==> src/rtl/pc_unit.sv <==
// pc_unit: program-counter generator feeding the fetch stage's pc_in.
// Sequences BOOT -> RUN -> HALT and applies stall, branch, jump and return
// redirects with the priority ret > jump > branch_taken > stall > increment.
// Optional feature macro: PC_UNIT_RAS_EN builds the return-address stack
// used by call/ret. Without it, call is ignored, ret redirects to
// jump_target, and both stack flags read as 0.
module pc_unit #(
   parameter int                  PC_WIDTH     = 16,
   parameter logic [PC_WIDTH-1:0] RESET_VECTOR = '0,
   parameter int                  RAS_DEPTH    = 4
) (
   input  logic                clk,
   input  logic                rst,
   input  logic                stall,
   input  logic                branch_taken,
   input  logic [PC_WIDTH-1:0] branch_target,
   input  logic                jump,
   input  logic [PC_WIDTH-1:0] jump_target,
   input  logic                call,
   input  logic                ret,
   input  logic                halt,
   input  logic                resume,
   output logic [PC_WIDTH-1:0] pc_out,
   output logic                pc_valid,
   output logic                halted,
   output logic                ras_underflow,
   output logic                ras_overflow
);

   localparam logic [1:0] ST_BOOT = 2'd0;
   localparam logic [1:0] ST_RUN  = 2'd1;
   localparam logic [1:0] ST_HALT = 2'd2;

   logic [1:0]          state;
   logic [PC_WIDTH-1:0] pc_inc;
   logic [PC_WIDTH-1:0] pc_next;
   logic                running;

   // Sequential successor; wraps modulo 2^PC_WIDTH with no flag.
   assign pc_inc  = pc_out + PC_WIDTH'(1);
   assign running = (state == ST_RUN);

`ifdef PC_UNIT_RAS_EN
   localparam int PTR_W = (RAS_DEPTH > 1) ? $clog2(RAS_DEPTH) : 1;

   logic [PC_WIDTH-1:0] ras_mem [RAS_DEPTH];
   logic [PTR_W-1:0]    ras_ptr;    // next slot to write; top of stack is ras_ptr-1
   logic [PTR_W:0]      ras_count;  // live entries, saturates at RAS_DEPTH
   logic [PTR_W-1:0]    ras_top_idx;
   logic                ras_empty;
   logic                ras_full;
   logic                do_push;
   logic                do_pop;
   logic                ret_empty;

   assign ras_top_idx = ras_ptr - PTR_W'(1);
   assign ras_empty   = (ras_count == '0);
   assign ras_full    = (ras_count == (PTR_W+1)'(RAS_DEPTH));
`else
   // Stack depth and call have no function without the return-address stack.
   localparam int unused_ras_depth = RAS_DEPTH;
   logic          unused_call;
   assign unused_call = call;
`endif

   // Next-PC selection in RUN, highest-priority redirect first.
   always_comb begin
      // NOTE: every output of this block gets a default before the priority
      // chain so that no path leaves a value unassigned and infers a latch.
      pc_next = pc_out;
`ifdef PC_UNIT_RAS_EN
      do_push   = 1'b0;
      do_pop    = 1'b0;
      ret_empty = 1'b0;
`endif
      if (ret) begin
`ifdef PC_UNIT_RAS_EN
         if (ras_empty) begin
            pc_next   = pc_inc;
            ret_empty = 1'b1;
         end else begin
            pc_next = ras_mem[ras_top_idx];
            do_pop  = 1'b1;
         end
`else
         pc_next = jump_target;
`endif
      end else if (jump) begin
         pc_next = jump_target;
`ifdef PC_UNIT_RAS_EN
         do_push = call;
`endif
      end else if (branch_taken) begin
         pc_next = branch_target;
      end else if (!stall) begin
         pc_next = pc_inc;
      end
   end

   // Control FSM and registered PC / status outputs.
   always_ff @(posedge clk or posedge rst) begin
      // NOTE: clocked state uses non-blocking assignments so every register
      // samples pre-edge values regardless of statement order.
      if (rst) begin
         state    <= ST_BOOT;
         pc_out   <= RESET_VECTOR;
         pc_valid <= 1'b0;
         halted   <= 1'b0;
      end else begin
         case (state)
            ST_BOOT: begin
               state    <= ST_RUN;
               pc_valid <= 1'b1;
            end
            ST_RUN: begin
               pc_out <= pc_next;
               if (halt) begin
                  state    <= ST_HALT;
                  pc_valid <= 1'b0;
                  halted   <= 1'b1;
               end
            end
            ST_HALT: begin
               if (resume && !halt) begin
                  state    <= ST_RUN;
                  pc_valid <= 1'b1;
                  halted   <= 1'b0;
               end
            end
            default: begin
               state    <= ST_BOOT;
               pc_valid <= 1'b0;
               halted   <= 1'b0;
            end
         endcase
      end
   end

`ifdef PC_UNIT_RAS_EN
   // Stack pointer, occupancy and the two stack status flags.
   always_ff @(posedge clk or posedge rst) begin
      if (rst) begin
         ras_ptr       <= '0;
         ras_count     <= '0;
         ras_underflow <= 1'b0;
         ras_overflow  <= 1'b0;
      end else begin
         ras_underflow <= running && ret_empty;
         if (running && do_push) begin
            ras_ptr <= ras_ptr + PTR_W'(1);
            if (ras_full) begin
               ras_overflow <= 1'b1;
            end else begin
               ras_count <= ras_count + (PTR_W+1)'(1);
            end
         end else if (running && do_pop) begin
            ras_ptr   <= ras_top_idx;
            ras_count <= ras_count - (PTR_W+1)'(1);
         end
      end
   end

   // Stack storage; a push into a full stack lands on the oldest entry.
   always_ff @(posedge clk) begin
      // NOTE: the storage array has no reset; clearing ras_count on rst makes
      // every stale entry unreachable, so resetting the array buys nothing.
      if (running && do_push) begin
         ras_mem[ras_ptr] <= pc_inc;
      end
   end
`else
   assign ras_underflow = 1'b0;
   assign ras_overflow  = 1'b0;
`endif

endmodule

==> config.mk <==
export PLATFORM = sky130hd
export DESIGN_NAME = pc_unit
export DESIGN_NICKNAME = d
export VERILOG_FILES = /design/src/rtl/pc_unit.sv
export SDC_FILE = /design/constraint.sdc
export NUM_CORES = 1
export LEC_CHECK = 0
export BUFFER_PORTS_ARGS = -buffer_cell sky130_fd_sc_hd__buf_2
export CAP_MARGIN = 20
export CORE_ASPECT_RATIO = 0.75
export CORE_UTILIZATION = 52
export CTS_CLUSTER_DIAMETER = 200
export CTS_CLUSTER_SIZE = 14
export DETAILED_ROUTE_END_ITERATION = 8
export GPL_TIMING_DRIVEN = 0
export PLACE_DENSITY = 0.85
export SLEW_MARGIN = 20
export SYNTH_ARGS = -nofsm -noshare
export SYNTH_HDL_FRONTEND = slang
export SYNTH_SLANG_ARGS = --single-unit
==> constraint.sdc <==
create_clock -name clk -period 4.2 [get_ports clk]
set_input_delay 0.42 -clock clk [delete_from_list [all_inputs] [get_ports clk]]
set_output_delay 0.42 -clock clk [all_outputs]
set_load 0.01 [all_outputs]
Word-level counts from Yosys, hierarchy flattened
Cells that the tools add are included.
Storage, ports and cells
  flip-flop bits (word level): 20
  latch bits: 0
  RAM bits: 0
  memory bits (read-only): 0
  input bits: 41
  output and inout port bits: 20
  logic and storage cells: 30
  memories: 0
Cells by class
  $add $sub $neg: 1
  multipliers: 0
  div/mod/pow operators: 0
  magnitude comparators: 0
  eq/ne operators: 5
  shift-type cells: 0
  multiplexer cells: 13
  bitwise gates (word level): 1
  reduce and logical (&&, ||, !) cells: 6
Operator list (count)
  $mux W16: 4
  $add A16 B1 Y16 const B: 1
  $pmux W1 S3: 2
  $pmux W2 S3: 1
  $mux W1: 4
  $mux W2: 2
  $ne A2 B2 Y1 const B: 2
  $ne A4 B1 Y1 const B: 1
  $reduce_and A2 Y1: 2
  $reduce_and A3 Y1: 1
  $eq A2 B1 Y1 const B: 1
  $eq A2 B2 Y1 const B: 1
  $logic_not A2 Y1: 1
  $logic_and A1 B1 Y1: 1
  $logic_not A1 Y1: 1
  $not A1 Y1: 1

Depth between registers and ports, before layout
Gate-level depths: netlist of the first run.
  depth in word-level cells: 5
  mapped depth: 6
  depth with buffers taken out: 5

Least setup slack after synthesis of the first run
No wires, ideal clock.
  path kind: register to register
  start: register pc_out[0]
  end: register pc_out[14]
  library setup time: 0.104 ns
  arrival: 1.592 ns
  required time: 4.096 ns
  setup slack: 2.505 ns
  cell stages (with the launch flop): 6
  buffers on the path: 0
  period minus slack after synthesis: 1.695 ns
  cells stage by stage: dfrtp_1 -> ha_1 -> nand4_1 -> nor4_1 -> mux2_2 -> a221oi_1
On the way
  word-level cells in the longest chain between the ends: 5
RTL lines
  start: declaration: line 23  | output logic [PC_WIDTH-1:0] pc_out,
  start signal: assignment: line 116  | pc_out <= pc_next;
  $add A16 B1 Y16: line 40  | assign pc_inc = pc_out + PC_WIDTH'(1);
  $mux W16: line 95  | end else if (!stall) begin
  $mux W16: line 93  | end else if (branch_taken) begin
  $mux W16: line 88  | end else if (jump) begin
  $mux W16: line 76  | if (ret) begin
No other way between the ends. The select of a mux whose other input is x is not followed.
A chain may end at the register's enable or synchronous reset.

Final worst setup path of the first run
Ends and elaborated chain as after synthesis.

==> results of run 1 <==
## final cells by class
| type | count | area [um2] | share of cell area |
|---|---|---|---|
| Timing Repair Buffer | 57 | 285 | 0.152 |
| Buffer | 14 | 104 | 0.0552 |
| Sequential cell | 19 | 475 | 0.253 |
| Multi-Input combinational cell | 144 | 908 | 0.483 |
| Clock buffer | 4 | 45.0 | 0.0239 |
| Inverter | 5 | 18.8 | 0.00997 |
| Tap cell | 36 | 45.0 | 0.0239 |
## cells in the mapped netlist, drive strengths merged, types with 3 or more instances
library cell / instances
nand2: 15
o31ai: 4
nor3: 6
inv: 4
xnor2: 3
and4: 3
o22ai: 4
nand4: 5
buf: 12
o21ai: 14
o211ai: 4
or2: 3
nor2: 10
nand2b: 7
a21oi: 14
mux2i: 6
and3: 4
dfrtp: 19
nand3: 9
a221oi: 3
## worst reg2reg max path, cell delays in order, from the launching register on
cell	delay [ns]
dfrtp_1	0.45
ha_1	0.26
nand4_1	0.19
nor4_1	0.30
mux2_2	0.38
a221oi_1	0.26
## cell usage in the layout (no fill, tap or decap), drive strengths merged, types with 6 or more instances in the layout
master / netlist / layout
buf: 12 / 69
clkbuf: 2 / 6
nand2: 15 / 15
mux2i: 6 / 6
nor3: 6 / 6
nor2: 10 / 10
nand2b: 7 / 7
nand3: 9 / 9
a21oi: 14 / 14
o21ai: 14 / 14
dfrtp: 19 / 19
## per-layer routing
metal,up-vias,track usage,routed length [um]
met5,-,0,0
met4,0,0.0568,25
met3,4,0.0590,278
met2,63,0.413,1770
met1,778,0.394,1950
li1,802,-,-
## cell families after synthesis
family	count (synthesis)	synth area share
compound gates	59	0.267
buf+inv	19	0.0816
other cells	1	0.00250
mux	7	0.0475
simple gates	72	0.259
xor+xnor	3	0.0175
fa+ha+maj	1	0.00833
flops	19	0.316
## flip-flops by register name (all words and copies together) (netlist names)
name    count
pc_out     16
halted      1
state       2
## power groups by stage
| stage | combinational [mW] | sequential [mW] | clock (mW) |
|---|---|---|---|
| 6_report | 0.636 | 0.396 | 0.134 |
| 5_1_grt | 0.699 | 0.412 | 0.141 |
| 4_1_cts | 0.634 | 0.393 | 0.135 |
| 3_5_place_dp | 0.631 | 0.396 | 0 |
| 3_3_place_gp | 0.622 | 0.391 | 0 |
| 2_1_floorplan | 0.404 | 0.418 | 0 |
## final timing paths
path | slack (ns) | from | depth (start not counted) | end
worst min register to register | 0.53 | state[1]$_DFFE_PP0P_ | 1 | halted$_DFFE_PP0P_
min in group clk | 0.41 | jump_target[13] | 3 | pc_out[13]$_DFFE_PP0P_
worst max register to register | 2.26 | pc_out[0]$_DFFE_PP0P_ | 5 | pc_out[14]$_DFFE_PP0P_
worst min-delay path | 0.28 | rst | 2 | pc_out[2]$_DFFE_PP0P_
max in group asynchronous | 3.45 | rst | 2 | pc_out[6]$_DFFE_PP0P_
worst max-delay path | 2.26 | pc_out[0]$_DFFE_PP0P_ | 5 | pc_out[14]$_DFFE_PP0P_
## through the flow
stage          total power, mW  utilization  instances  hold WS (ns)  setup slack [ns]
2_1_floorplan            0.823            -        182         0.371              2.50
3_3_place_gp              1.01        0.685        275         0.494              2.30
3_5_place_dp              1.03        0.685        275         0.506              2.28
4_1_cts                   1.16        0.701        279         0.304              2.27
5_1_grt                   1.25        0.701        279         0.348              2.13
6_report                  1.17        0.701        279         0.277              2.26
==> reports/metrics.yaml, run 1 <==
synth_edf_count: 0
track_usage: 0.272
pwr-share-seq: 0.340
grt_max_degree: 20
final.period_utilization: 0.462
boundaryPins: 61
leakage_nw: 0.866
dpl-instance-area_mm2: 0.00184
synthTopCellsByArea: "dfrtp_1, a21oi_1, o21ai_0"
htree_num_levels: 1
core_mm2: 0.00268
dp_hpwl_um: 3050
layout.nets: 286
clkLatencyLatePin_ns: 0.26
combPwrFrac: 0.546
wl_um: 4030
wl_per_cell_um: 14.4
critPathKind: "register to register"
period_needed_ns: 1.94
p_int_uw: 638
end_kind: "register"
rsz0062_at_grt: "false"
critPathBufInv: 0
cts_setup_buffers: 0
slowest_delay_ns: 0.45
drtPass1Iterations: 4
powerDensity_mw_per_mm2: 620
worst_ep_required_time_ns: 4.36
power.net_switching_uw: 528
n_antenna_cell: 0
drtIter0Drc: 112
maxSlewHeadroom: 0.497
yosys_warnings: 0
area_growth_pct: 25.2
drc: 0
hp-class: "input port to asynchronous set/reset pin"
cts.sinks: 19
synth_area_mm2: 0.00150
synthArstFlopShare: 1.00
cts_tree: "yes"
yosysTopAreaCell: "dfrtp_1"
fin_area_mm2: 0.00188
die_w_um: 64.1
peakVddDrop_uv: 332
vias: 1647
fp.dieH_um: 48.6
antenna_found_initial: 0
synth_top_area_frac: 0.316
cts_resized: 0
io_buffers: 57
vias_per_cell: 5.90
setup_viol: 0
layout-drive-gt1-share: 0.337
slowest_stage: "dfrtp_1"
cts-buffers-inserted: 3
clock_skew_ns: 0.00299
outcome: "complete, no violations"
synth_ff_type: "dfrtp_1"
power.share.clock: 0.115
cp.arrival_ns: 2.10
grt_pass1_wl_um: 6540
synthDistinctLibCells: 49
syn_area_per_cell_um2: 8.30
ant_nets: 0
worst-slew-pin-transition_ns: 0.753
drv_slew: 0
ys_seq_elements: 19
max-clock-path-buffers: 2
path_clk_slew_ns: 0.07
die-area_mm2: 0.00311
cts_root_buffer: "clkbuf_8"
rows: 16
crit_path_start_kind: "register"
fillers: 230
hold_viol_final: 0
fin_tns_setup_ns: 0
grt_pass1_vias: 1370
grt_remaining_overflow: 0
gp_congestion: 0.842
crit_family: "simple AND/OR/NAND/NOR gates"
start_util: 0.560
cp_max_fo: 7
seq_area_frac_synth: 0.316
ctsHoldBuffers: 0
synth_cells: 181
max_freq_mhz: 516
cap_violations: 0
p_sw_frac: 0.453
path_cells: "ha_1, nand4_1, nor4_1, mux2_2, a221oi_1"
No activity file was read; power rests on OpenSTA's default activity.
==> run 2: changes to the inputs <==
CORE_UTILIZATION = 44   (was 52)
PLACE_DENSITY = 0.77   (was 0.85)
clock period = 1.7 ns   (was 4.2 ns; I/O delays follow)
==> reports/metrics.yaml, run 2 (synthesis results as in run 1) <==
peakVddDrop_uv: 820
clkLatencyLatePin_ns: 0.26
dp_cells: 277
rows: 17
cts_root_buffer: "clkbuf_8"
die_w_um: 69.5
grt_pass1_wl_um: 7360
core_mm2: 0.00308
ant_nets: 0
instances_no_fill: 289
fin_tns_setup_ns: 0
area_growth_pct: 34.1
period_needed_ns: 1.65
layout.nets: 294
fin_area_mm2: 0.00201
holdWs_ns: 0.0326
worst-slew-pin-transition_ns: 0.766
boundaryPins: 61
worstSetupStartpoint: "pc_out[1]$_DFFE_PP0P_"
grt_remaining_overflow: 0
maxSlewHeadroom: 0.489
hold_viol_final: 0
final.period_utilization: 0.972
crit_path_start_kind: "register"
slowest_stage: "dfrtp_2"
vias_per_cell: 6.04
wl_um: 4680
end_kind: "register"
reg.largest.list: "pc_out: 16 flops, state: 2 flops, halted: 1 flops"
cp_max_fo: 5
top_register: "pc_out"
die-area_mm2: 0.00366
drtIter0Drc: 154
dpl_worst_slack_ns: -0.181
r2r_start: "pc_out[1]$_DFFE_PP0P_"
total_power_mw: 3.12
critPathKind: "register to register"
htree_num_levels: 1
fillers: 256
grt_max_degree: 20
cts.sinks: 19
largest_reg_flops: 16
start_util: 0.487
cts-buffers-inserted: 3
antenna_found_initial: 0
wl_per_cell_um: 16.2
hp-class: "input port to asynchronous set/reset pin"
layout_commonest_cell: "buf_2"
fp.dieH_um: 52.6
rsz0062_at_grt: "true"
setup_viol: 0
final_cell_mix: "buf_2, nand2_1, o21ai_0, dfrtp_1"
cp.arrival_ns: 1.82
path_clk_slew_ns: 0.08
worst_slack_ns: 0.0474
gp_congestion: 0.885
vias: 1745
cap_violations: 0
clock_skew_ns: 0.00691
worst_ep_required_time_ns: 1.87
max_freq_mhz: 605
postLayoutCoreUtil: 0.653
ff_latch_area_um2: 482
outcome: "complete, no violations"
path_cells: "buf_4, and4_2, and3_4, a41o_1, a221oi_2"
track_usage: 0.260
powerDensity_mw_per_mm2: 1550
layout-drive-gt1-share: 0.418
multi_input_area_um2: 968
max-clock-path-buffers: 2
drc: 0
n_antenna_cell: 0
grt_pass1_vias: 1498
drv_slew: 0
drtPass1Iterations: 5
dp_hpwl_um: 3260
leakage_nw: 0.915
dpl-instance-area_mm2: 0.00184
slowest_delay_ns: 0.44
io_buffers: 57
cts_tree: "yes"
run 2: changes by cell type in the layout (fill, tap and decap cells not counted), moves of 2 or more:
cell     before  now
dfrtp_1      19   14
dfrtp_2       0    5
buf_4         4   13
nor4_1        2    0
run 2: path summary, 6_finish.rpt:
check                      slack, ns                      to  cells past startpoint
min in group clk                0.16   pc_out[3]$_DFFE_PP0P_                      3
min reg2reg                     0.51      halted$_DFFE_PP0P_                      1
max                             0.05  pc_out[11]$_DFFE_PP0P_                      5
max in group asynchronous       1.14   pc_out[5]$_DFFE_PP0P_                      2
min                             0.03   pc_out[2]$_DFFE_PP0P_                      2
max reg2reg                     0.05  pc_out[11]$_DFFE_PP0P_                      5
run 2: critical path: cells and delay by family (launching register included):
| family | cells | cell delay, ns |
|---|---|---|
| DFF | 1 | 0.44 |
| AOI/OAI and AO/OA | 2 | 0.49 |
| and+or+nand+nor | 2 | 0.47 |
| buffers and inverters | 1 | 0.16 |
run 2: routing by layer:
metal	wire length (um)	GRT usage
met3	475	0.0731
met4	5	0.0476
met5	0	0
met2	2090	0.408
met1	2110	0.358
run 2: power breakdown:
part	switching [mW]	internal, mW
logic	0.960	0.835
registers	0.294	0.696
clock network	0.168	0.163
total	1.42	1.69
run 2: layout make-up:
| type | count | area share |
|---|---|---|
| Sequential cell | 19 | 0.239 |
| Buffer | 14 | 0.0528 |
| Clock buffer | 3 | 0.0205 |
| Timing Repair Buffer | 65 | 0.171 |
| Multi-Input combinational cell | 144 | 0.481 |
| Clock inverter | 1 | 0.00248 |
| Inverter | 5 | 0.00932 |
| Tap cell | 38 | 0.0236 |
run 2: what timing repair did:
item / 4_1_cts / 5_1_grt
hold buffers: 0 / 0
resized for setup: 9 / 9
endpoints found under the setup margin: 1 / 9
setup buffers: 5 / 3
hold endpoints to repair: 0 / 0
pin swaps: 3 / 4
==> run 3: changes to the inputs <==
BUFFER_PORTS_ARGS = unset   (was -buffer_cell sky130_fd_sc_hd__buf_2)
CORE_UTILIZATION = 56   (was 44)
DONT_BUFFER_PORTS = 1   (was unset)
PLACE_DENSITY = 0.74   (was 0.77)
==> reports/metrics.yaml, run 3 (synthesis results as in run 1) <==
rsz0062_at_grt: "true"
htree_num_levels: 1
path_depth: 4
grt_remaining_overflow: 0
drtIter0Drc: 144
fp.dieH_um: 46.9
rrSetupSlack_ns: -0.05
slowest_delay_ns: 0.53
cp.arrival_ns: 1.97
end_kind: "register"
cap_violations: 0
wl_per_cell_um: 19.0
holdPathStages: 2
top_register: "pc_out"
area_growth_pct: 10.7
pwr-share-seq: 0.423
io_buffers: 0
cp_max_fo: 7
worst_slack_ns: -0.0475
failed_checks: "setup timing"
p_sw_frac: 0.482
final_cell_mix: "nand2_1, o21ai_0, a21oi_1, dfrtp_1, nor2_1"
vias_per_cell: 6.77
max-clock-path-buffers: 2
track_usage: 0.306
reg.largest.list: "pc_out: 16 flops, state: 2 flops, halted: 1 flops"
drv_slew: 0
layout-drive-gt1-share: 0.209
path_cells: "nand4_1, nor4_2, mux2_2, a221oi_2"
hold_viol_final: 0
min_to: "pc_out[3]$_DFFE_PP0P_"
period_needed_ns: 1.75
dpl_worst_slack_ns: -0.279
die_w_um: 61.8
start_util: 0.621
drtPass1Iterations: 4
final.period_utilization: 1.03
clkLatencyLatePin_ns: 0.32
total_power_mw: 2.72
slowest_stage: "dfrtp_1"
boundaryPins: 61
layout_commonest_cell: "nand2_1"
wl_um: 4270
critPathKind: "register to register"
vias: 1524
layout.nets: 234
rows: 15
worst_ep_required_time_ns: 1.92
gp_congestion: 0.907
leakage_nw: 0.651
dp_cells: 216
dp_hpwl_um: 3160
maxSlewHeadroom: 0.485
instances_no_fill: 225
hp-class: "input port to register"
antenna_found_initial: 0
cts_root_buffer: "clkbuf_4"
rr_endpoint: "pc_out[14]$_DFFE_PP0P_"
cts_tree: "yes"
path_clk_slew_ns: 0.12
worst-slew-pin-transition_ns: 0.772
power.share.clock: 0.090
clock_skew_ns: 0.0127
die-area_mm2: 0.00290
p_int_mw: 1.41
power.net_switching_mw: 1.31
cts.sinks: 19
core_mm2: 0.00242
min-delay-start: "jump_target[3]"
critPathBufInv: 0
crit_path_start_kind: "register"
powerDensity_mw_per_mm2: 1640
largest_reg_flops: 16
postLayoutCoreUtil: 0.687
grt_pass1_wl_um: 6280
combPwrFrac: 0.487
ant_nets: 0
reg2regPathDepth: 4
max_freq_mhz: 572
r2r_start: "pc_out[10]$_DFFE_PP0P_"
outcome: "finished, violations left"
cts-buffers-inserted: 3
setup_viol: 2
fin_tns_setup_ns: -0.0874
grt_max_degree: 20
n_antenna_cell: 0
grt_pass1_vias: 1352
crit_family: "flip-flops"
peakVddDrop_uv: 964
drc: 0
## run 3: worst max-delay path by stage
| stage | start | endpoint | slack, ns |
|---|---|---|---|
| global route | pc_out[0]$_DFFE_PP0P_ | pc_out[14]$_DFFE_PP0P_ | -0.18 |
| CTS | pc_out[0]$_DFFE_PP0P_ | pc_out[14]$_DFFE_PP0P_ | -0.07 |
| global placement | pc_out[0]$_DFFE_PP0P_ | pc_out[14]$_DFFE_PP0P_ | -0.20 |
| floorplan | pc_out[0]$_DFFE_PP0P_ | pc_out[14]$_DFFE_PP0P_ | 0.005 |
| finish | pc_out[10]$_DFFE_PP0P_ | pc_out[14]$_DFFE_PP0P_ | -0.05 |
| detailed placement | pc_out[0]$_DFFE_PP0P_ | pc_out[14]$_DFFE_PP0P_ | -0.28 |
## run 3: metrics by stage
step           cell area (um2)  hold slack [ns]
4_1_cts                   1640           0.0212
2_1_floorplan             1510            0.121
5_1_grt                   1660           0.0133
3_5_place_dp              1550            0.241
3_3_place_gp              1550            0.221
6_report                  1660           0.0209
## run 3: final cells by class
| class | count | area [um2] |
|---|---|---|
| multi-input cells | 144 | 942 |
| fillers | 210 | 758 |
| flip-flops and latches | 19 | 483 |
| plain buffers | 14 | 110 |
| well taps | 34 | 42.5 |
| repair buffers | 5 | 40.0 |
| clock buffers | 4 | 26.3 |
| inverters | 5 | 18.8 |
## run 3: routing by layer
metal | routed length [um] | GRT usage | up-vias | part of all wire
met4 | 24 | 0.0711 | 0 | 0.0056
met3 | 398 | 0.0744 | 6 | 0.093
li1 | - | - | 701 | -
met1 | 1760 | 0.406 | 731 | 0.41
met5 | 0 | 0 | - | 0
met2 | 2080 | 0.510 | 86 | 0.49
## run 3: power by group through the flow
| stage | Sequential (mW) | Combinational (mW) | Clock (mW) |
|---|---|---|---|
| after global routing | 1.20 | 1.46 | 0.267 |
| after detailed placement | 1.13 | 1.21 | 0 |
| after CTS | 1.14 | 1.28 | 0.242 |
| final | 1.15 | 1.33 | 0.245 |
| after floorplan | 1.03 | 0.999 | 0 |
| after global placement | 1.11 | 1.16 | 0 |
## run 3: timing repair
action / CTS / global route
hold endpoints to repair: 19 / 0
hold buffers: 1 / 0
setup endpoints to repair: 2 / 8
buffers inserted: 3 / 1
pin swaps: 4 / 2
resized for setup: 9 / 5
gates cloned: 0 / 0
